### src/rtl/mem_port_arbiter.sv
// mem_port_arbiter: shares one single-port synchronous memory between
// instruction fetch (IF, read only) and the load/store path (DM).
//
// DM wins contested cycles until IF has lost STARVE_MAX contested grants
// in a row, then IF is forced through. One transaction in flight.
//
// Ports:
//   clk, reset_n            clock, synchronous active-low reset
//   if_req/if_addr          IF read request (level, held until if_gnt)
//   if_gnt                  IF accepted (combinational, IDLE only)
//   if_rvalid/if_rdata      IF read response (pulse / held data)
//   dm_req/dm_we/dm_addr/dm_wdata  DM request (level, held until dm_gnt)
//   dm_gnt                  DM accepted (combinational, IDLE only)
//   dm_rvalid/dm_rdata      DM read response (pulse / held data)
//   mem_en/mem_we/mem_addr/mem_wdata  registered memory strobe + payload
//   mem_rdata               memory data, valid MEM_LAT cycles after mem_en
//   busy                    high whenever not IDLE
//
// Optional feature: define MEMARB_PERF_EN to add conflict_cnt[15:0],
// a saturating count of IDLE cycles with both requests raised.

module mem_port_arbiter #(
    parameter int AW         = 8,
    parameter int DW         = 16,
    parameter int MEM_LAT    = 1,
    parameter int STARVE_MAX = 3
) (
    input  logic          clk,
    input  logic          reset_n,
    input  logic          if_req,
    input  logic [AW-1:0] if_addr,
    output logic          if_gnt,
    output logic          if_rvalid,
    output logic [DW-1:0] if_rdata,
    input  logic          dm_req,
    input  logic          dm_we,
    input  logic [AW-1:0] dm_addr,
    input  logic [DW-1:0] dm_wdata,
    output logic          dm_gnt,
    output logic          dm_rvalid,
    output logic [DW-1:0] dm_rdata,
    output logic          mem_en,
    output logic          mem_we,
    output logic [AW-1:0] mem_addr,
    output logic [DW-1:0] mem_wdata,
    input  logic [DW-1:0] mem_rdata,
`ifdef MEMARB_PERF_EN
    output logic [15:0]   conflict_cnt,
`endif
    output logic          busy
);

    typedef enum logic [1:0] {
        S_IDLE,
        S_ACCESS,
        S_WAIT
    } state_t;

    state_t        state_q, state_d;
    logic          owner_dm_q, owner_dm_d;
    logic [2:0]    cnt_q, cnt_d;
    logic [3:0]    starve_q, starve_d;
    logic          mem_en_q, mem_en_d;
    logic          mem_we_q, mem_we_d;
    logic [AW-1:0] mem_addr_q, mem_addr_d;
    logic [DW-1:0] mem_wdata_q, mem_wdata_d;
    logic          if_rvalid_q, if_rvalid_d;
    logic          dm_rvalid_q, dm_rvalid_d;
    logic [DW-1:0] if_rdata_q, if_rdata_d;
    logic [DW-1:0] dm_rdata_q, dm_rdata_d;
    logic          starve_hit;

    assign starve_hit = (starve_q == 4'(STARVE_MAX));

    always_comb begin
        state_d     = state_q;
        owner_dm_d  = owner_dm_q;
        cnt_d       = cnt_q;
        starve_d    = starve_q;
        mem_en_d    = 1'b0;
        mem_we_d    = 1'b0;
        mem_addr_d  = mem_addr_q;
        mem_wdata_d = mem_wdata_q;
        if_rvalid_d = 1'b0;
        dm_rvalid_d = 1'b0;
        if_rdata_d  = if_rdata_q;
        dm_rdata_d  = dm_rdata_q;
        if_gnt      = 1'b0;
        dm_gnt      = 1'b0;

        unique case (state_q)
            S_IDLE: begin
                // IF beats DM only once it has been starved long enough
                if (dm_req && !(if_req && starve_hit)) begin
                    dm_gnt      = 1'b1;
                    owner_dm_d  = 1'b1;
                    mem_en_d    = 1'b1;
                    mem_we_d    = dm_we;
                    mem_addr_d  = dm_addr;
                    mem_wdata_d = dm_wdata;
                    state_d     = S_ACCESS;
                    if (if_req && !starve_hit) begin
                        starve_d = starve_q + 4'd1;
                    end
                end else if (if_req) begin
                    if_gnt      = 1'b1;
                    owner_dm_d  = 1'b0;
                    mem_en_d    = 1'b1;
                    mem_we_d    = 1'b0;
                    mem_addr_d  = if_addr;
                    starve_d    = 4'd0;
                    state_d     = S_ACCESS;
                end
            end
            S_ACCESS: begin
                if (mem_we_q) begin
                    state_d = S_IDLE;
                end else begin
                    state_d = S_WAIT;
                    cnt_d   = 3'(MEM_LAT);
                end
            end
            S_WAIT: begin
                if (cnt_q == 3'd1) begin
                    state_d = S_IDLE;
                    if (owner_dm_q) begin
                        dm_rdata_d  = mem_rdata;
                        dm_rvalid_d = 1'b1;
                    end else begin
                        if_rdata_d  = mem_rdata;
                        if_rvalid_d = 1'b1;
                    end
                end else begin
                    cnt_d = cnt_q - 3'd1;
                end
            end
            default: begin
                state_d = S_IDLE;
            end
        endcase
    end

    always_ff @(posedge clk) begin
        if (!reset_n) begin
            state_q     <= S_IDLE;
            owner_dm_q  <= 1'b0;
            cnt_q       <= 3'd0;
            starve_q    <= 4'd0;
            mem_en_q    <= 1'b0;
            mem_we_q    <= 1'b0;
            mem_addr_q  <= '0;
            mem_wdata_q <= '0;
            if_rvalid_q <= 1'b0;
            dm_rvalid_q <= 1'b0;
            if_rdata_q  <= '0;
            dm_rdata_q  <= '0;
        end else begin
            state_q     <= state_d;
            owner_dm_q  <= owner_dm_d;
            cnt_q       <= cnt_d;
            starve_q    <= starve_d;
            mem_en_q    <= mem_en_d;
            mem_we_q    <= mem_we_d;
            mem_addr_q  <= mem_addr_d;
            mem_wdata_q <= mem_wdata_d;
            if_rvalid_q <= if_rvalid_d;
            dm_rvalid_q <= dm_rvalid_d;
            if_rdata_q  <= if_rdata_d;
            dm_rdata_q  <= dm_rdata_d;
        end
    end

`ifdef MEMARB_PERF_EN
    logic [15:0] conflict_q, conflict_d;

    always_comb begin
        conflict_d = conflict_q;
        if (state_q == S_IDLE && if_req && dm_req
            && conflict_q != 16'hFFFF) begin
            conflict_d = conflict_q + 16'd1;
        end
    end

    always_ff @(posedge clk) begin
        if (!reset_n) begin
            conflict_q <= 16'd0;
        end else begin
            conflict_q <= conflict_d;
        end
    end

    assign conflict_cnt = conflict_q;
`endif

    assign mem_en    = mem_en_q;
    assign mem_we    = mem_we_q;
    assign mem_addr  = mem_addr_q;
    assign mem_wdata = mem_wdata_q;
    assign if_rvalid = if_rvalid_q;
    assign dm_rvalid = dm_rvalid_q;
    assign if_rdata  = if_rdata_q;
    assign dm_rdata  = dm_rdata_q;
    assign busy      = (state_q != S_IDLE);

endmodule
### config.mk
export PLATFORM = sky130hd
export DESIGN_NAME = mem_port_arbiter
export DESIGN_NICKNAME = d
export VERILOG_FILES = /design/src/rtl/mem_port_arbiter.sv
export SDC_FILE = /design/constraint.sdc
export NUM_CORES = 1
export LEC_CHECK = 0
export CORE_ASPECT_RATIO = 1.5
export CORE_UTILIZATION = 50
export CTS_CLUSTER_DIAMETER = 150
export DETAILED_ROUTE_END_ITERATION = 10
export DONT_BUFFER_PORTS = 1
export GPL_ROUTABILITY_DRIVEN = 0
export PLACE_DENSITY_LB_ADDON = 0.25
export SETUP_SLACK_MARGIN = 0.5
export SLEW_MARGIN = 20
export SYNTH_ARGS = -nofsm -noshare
export SYNTH_HDL_FRONTEND = slang
export SYNTH_SLANG_ARGS = --single-unit
### constraint.sdc
create_clock -name clk -period 2 [get_ports clk]
set_input_delay 0.3 -clock clk [delete_from_list [all_inputs] [get_ports clk]]
set_output_delay 0.3 -clock clk [all_outputs]
set_load 0.02 [all_outputs]
==> impl_metrics.json <==
{
  "fin_crit_ps": 1740,
  "via_count_of_the_first_global_routing_pass": 2297,
  "overflow": 0,
  "cts.root.buffer_cell": "clkbuf_8",
  "nets": 398,
  "viasPerCell": 5.88,
  "port_buffers": 0,
  "synth_top_family_by_area": "simple AND/OR/NAND/NOR gates",
  "ioPinCount": 116,
  "hpwlAfterDp_um": 4350,
  "final.setup.tns_ps": 0,
  "slew_headroom_pct": 63.5,
  "die-area_um2": 6150,
  "crit_type": "reg -> out",
  "yosys_register_bits": 70,
  "cts_hold_repair.buffers": 0,
  "worstPathCellList": "ha_4 > and4bb_2 > buf_4 > nor2_4 > nor2_4",
  "clk_path_buf_depth": 2,
  "max_cap_violations": 0,
  "clock_sinks": 70,
  "finalNonFillerCells": 417,
  "p_switching_uw": 878,
  "critical_path.max_stage_delay_ps": 370,
  "cpLargestDelayFamily": "simple AND/OR/NAND/NOR gates",
  "grt_max_degree": 39,
  "first_pass_iters": 4,
  "muxShareOfSynthArea_pct": 5.49,
  "status": "finished clean",
  "placementRows": 33,
  "grt_first_pass_wirelength_um": 10900,
  "worst_slew_pin_slew_ps": 547,
  "rsz0062_at_grt": "yes",
  "syn-cell-area_um2": 2920,
  "clock_skew_ps": 8.22,
  "violation_count_after_the_first_detailed_routing_iteration": 177,
  "syn_nets": 394,
  "timing.final.max_slew_violations": 0,
  "cp_data_required_time_ps": 1700,
  "clkLatencyLatePin_ps": 340,
  "synthToLayoutAreaGrowth_pct": 18.0,
  "setup.worst_path.end_class": "output pin",
  "xor_xnor_portion_of_the_synthesized_cell_area_pct": 0,
  "synth_simple_gate_area_share_pct": 21.3,
  "fp.coreArea_um2": 5530,
  "p_clk_share_pct": 39.1,
  "path_common_cell": "nor2_4",
  "layout_common_cells": "dfxtp_1 (66), nand3_1 (43), a21oi_1 (37)",
  "route.vias.total": 2450,
  "final_antenna_net_count": 0,
  "synth-warning-count": 0,
  "vdd_drop_max_v": 0.000579,
  "timing.final.crit_share_pct": 87.2,
  "routed_wire_length_per_instance_um": 16.6,
  "clock.fmax_mhz": 574,
  "setup_failing_eps_final": 0,
  "share_seq_of_total_power_pct": 48.2,
  "crit_buf_inv": 1,
  "most_common_cell_after_layout_fill_and_taps_aside": "dfxtp_1",
  "cpMaxStageDelayCell": "dfxtp_2",
  "cts_buffers": 9,
  "antenna_violations_before_repair": 0,
  "synth.largest_area_cell": "dfxtp_1",
  "timing.critical_path.from_type": "flop",
  "clkTransAtPathRegs_ps": 80,
  "dpl-instance-area_um2": 2960,
  "ys_types": 43,
  "tritoncts": "built",
  "drive_above_1_share_pct": 16.1,
  "synth_area_per_cell_um2": 8.64,
  "die_h_um": 95.6,
  "hold_violations": 0,
  "p_leak_uw": 0.00122,
  "synth_compound_gate_area_share_pct": 16.5,
  "power_report.internal_total_uw": 2430,
  "yosys-top-cells-area": "dfxtp_1 (48%), nand3_1 (7.4%), a21oi_1 (6.3%), mux2i_1 (5.5%), o21ai_1 (5.5%)",
  "syn-instance-count": 338,
  "synth-seq-area-share_pct": 48.0,
  "power.density_cell_area_nw_per_um2": 961,
  "power.share.switching_pct": 26.5,
  "critPathMaxFanout": 4,
  "worstHoldPathType": "in -> reg",
  "die_width_um": 64.4,
  "yosys.area.top_type_share_pct": 48.0,
  "hold_ws_ps": 96.2,
  "synthAdderAreaFrac_pct": 1.29,
  "cts-htree-levels": 3,
  "finish.instance_area_um2": 3440,
  "place_inst": 385,
  "cp_data_arrival_time_ps": 1440,
  "antenna-diode-count": 0,
  "detail_route.drc_violations": 0,
  "totalWireLength_um": 6930,
  "initial_core_util_pct": 52.8,
  "grt_use_total_pct": 23.0,
  "pwr-share-comb_pct": 12.7
}
==> kinds of logic after synthesis <==
| kind of cell | after synthesis |
|---|---|
| adder cells (fa/ha/maj) | 3 |
| multiplexers | 16 |
| AO/OA/AOI/OAI | 86 |
| flip-flops | 70 |
| AND/OR/NAND/NOR | 117 |
| buffers and inverters | 46 |
==> metal layers <==
layer / GRT usage (%) / vias up / wire length [um]
met5: 0 / - / 0
met3: 6.22 / 9 / 464
li1: - / 1218 / -
met2: 39.7 / 88 / 3700
met1: 25.1 / 1135 / 2650
met4: 13.0 / 0 / 114
==> synthesized netlist by cell type <==
master     number
clkinv_1        1
or2_1           1
and4b_1         1
nor3_1          4
nor3b_1         1
inv_1          13
nand2b_1        1
nand3b_1        1
a21oi_1        37
mux2i_1        16
nand2_1        35
nor4bb_1        1
nand3_1        43
buf_6           3
nand4_1        11
ha_1            3
nand4bb_1       2
or2_0           1
o41ai_1         1
and3_1          1
dfxtp_1        70
o31ai_1         1
or4_1           2
inv_2           1
o21a_1          1
o221ai_1        8
and4bb_2        1
a31oi_1         1
clkbuf_1       21
or3b_1          1
nor3b_2         1
o2111ai_1       1
nor2_1          4
buf_2           5
o21ai_0         2
o21ai_2         1
o211ai_1        1
o21ai_1        32
buf_12          1
nor2b_1         3
buf_1           1
or3b_4          1
nor3_2          1
==> final timing paths <==
path | startpoint | endpoint | slack [ps] | depth (start not counted)
worst min-delay path | dm_wdata[5] | mem_wdata[5]$_SDFFE_PN0P_ | 100 | 2
worst max register to register | starve_q[0]$_SDFFE_PN0P_ | mem_wdata[0]$_SDFFE_PN0P_ | 360 | 8
worst max-delay path | starve_q[1]$_SDFFE_PN0P_ | if_gnt | 260 | 5
worst min register to register | starve_q[1]$_SDFFE_PN0P_ | starve_q[1]$_SDFFE_PN0P_ | 490 | 2
==> area by class of cell <==
class,instances,area [um^2]
Fill cell,473,2090
Sequential cell,70,1410
Multi-Input combinational cell,222,1370
Timing Repair Buffer,24,287
Clock buffer,11,151
Tap cell,70,87.6
Clock inverter,5,81.3
Inverter,15,56.3
==> state kept, by name (all words and copies together), names as in the netlist, 2 cells and up <==
| name | count |
|---|---|
| cnt_q | 3 |
| dm_rdata | 16 |
| if_rdata | 16 |
| mem_addr | 8 |
| mem_wdata | 16 |
| starve_q | 4 |
| state_q | 2 |
==> timing repair <==
action,in CTS,in global routing
gates resized for setup,12,7
endpoints found under the setup margin,60,56
pin swaps,3,6
gates cloned,2,1
setup buffers,6,7
==> power by group through the flow <==
stage / logic, uW / clock network (uW) / registers (uW)
2_1_floorplan: 303 / 0 / 1610
3_3_place_gp: 318 / 0 / 1630
3_5_place_dp: 325 / 0 / 1630
4_1_cts: 388 / 1330 / 1600
5_1_grt: 458 / 1390 / 1600
6_report: 421 / 1290 / 1590
==> worst register-to-register path: stages (launching register included) <==
cell	delay [ps]
dfxtp_4	360
ha_4	150
and4bb_2	250
nor3_4	170
buf_4	150
buf_6	100
buf_6	100
buf_16	130
mux2i_1	180
==> stage by stage <==
stage	power, uW	util [%]	worst slack, ps
5_1_grt	3450	62.3	193
2_1_floorplan	1910	-	500
3_3_place_gp	1950	53.4	444
4_1_cts	3310	60.2	165
6_report	3310	62.3	257
3_5_place_dp	1960	53.4	426
(Power assumes the default switching activity.)
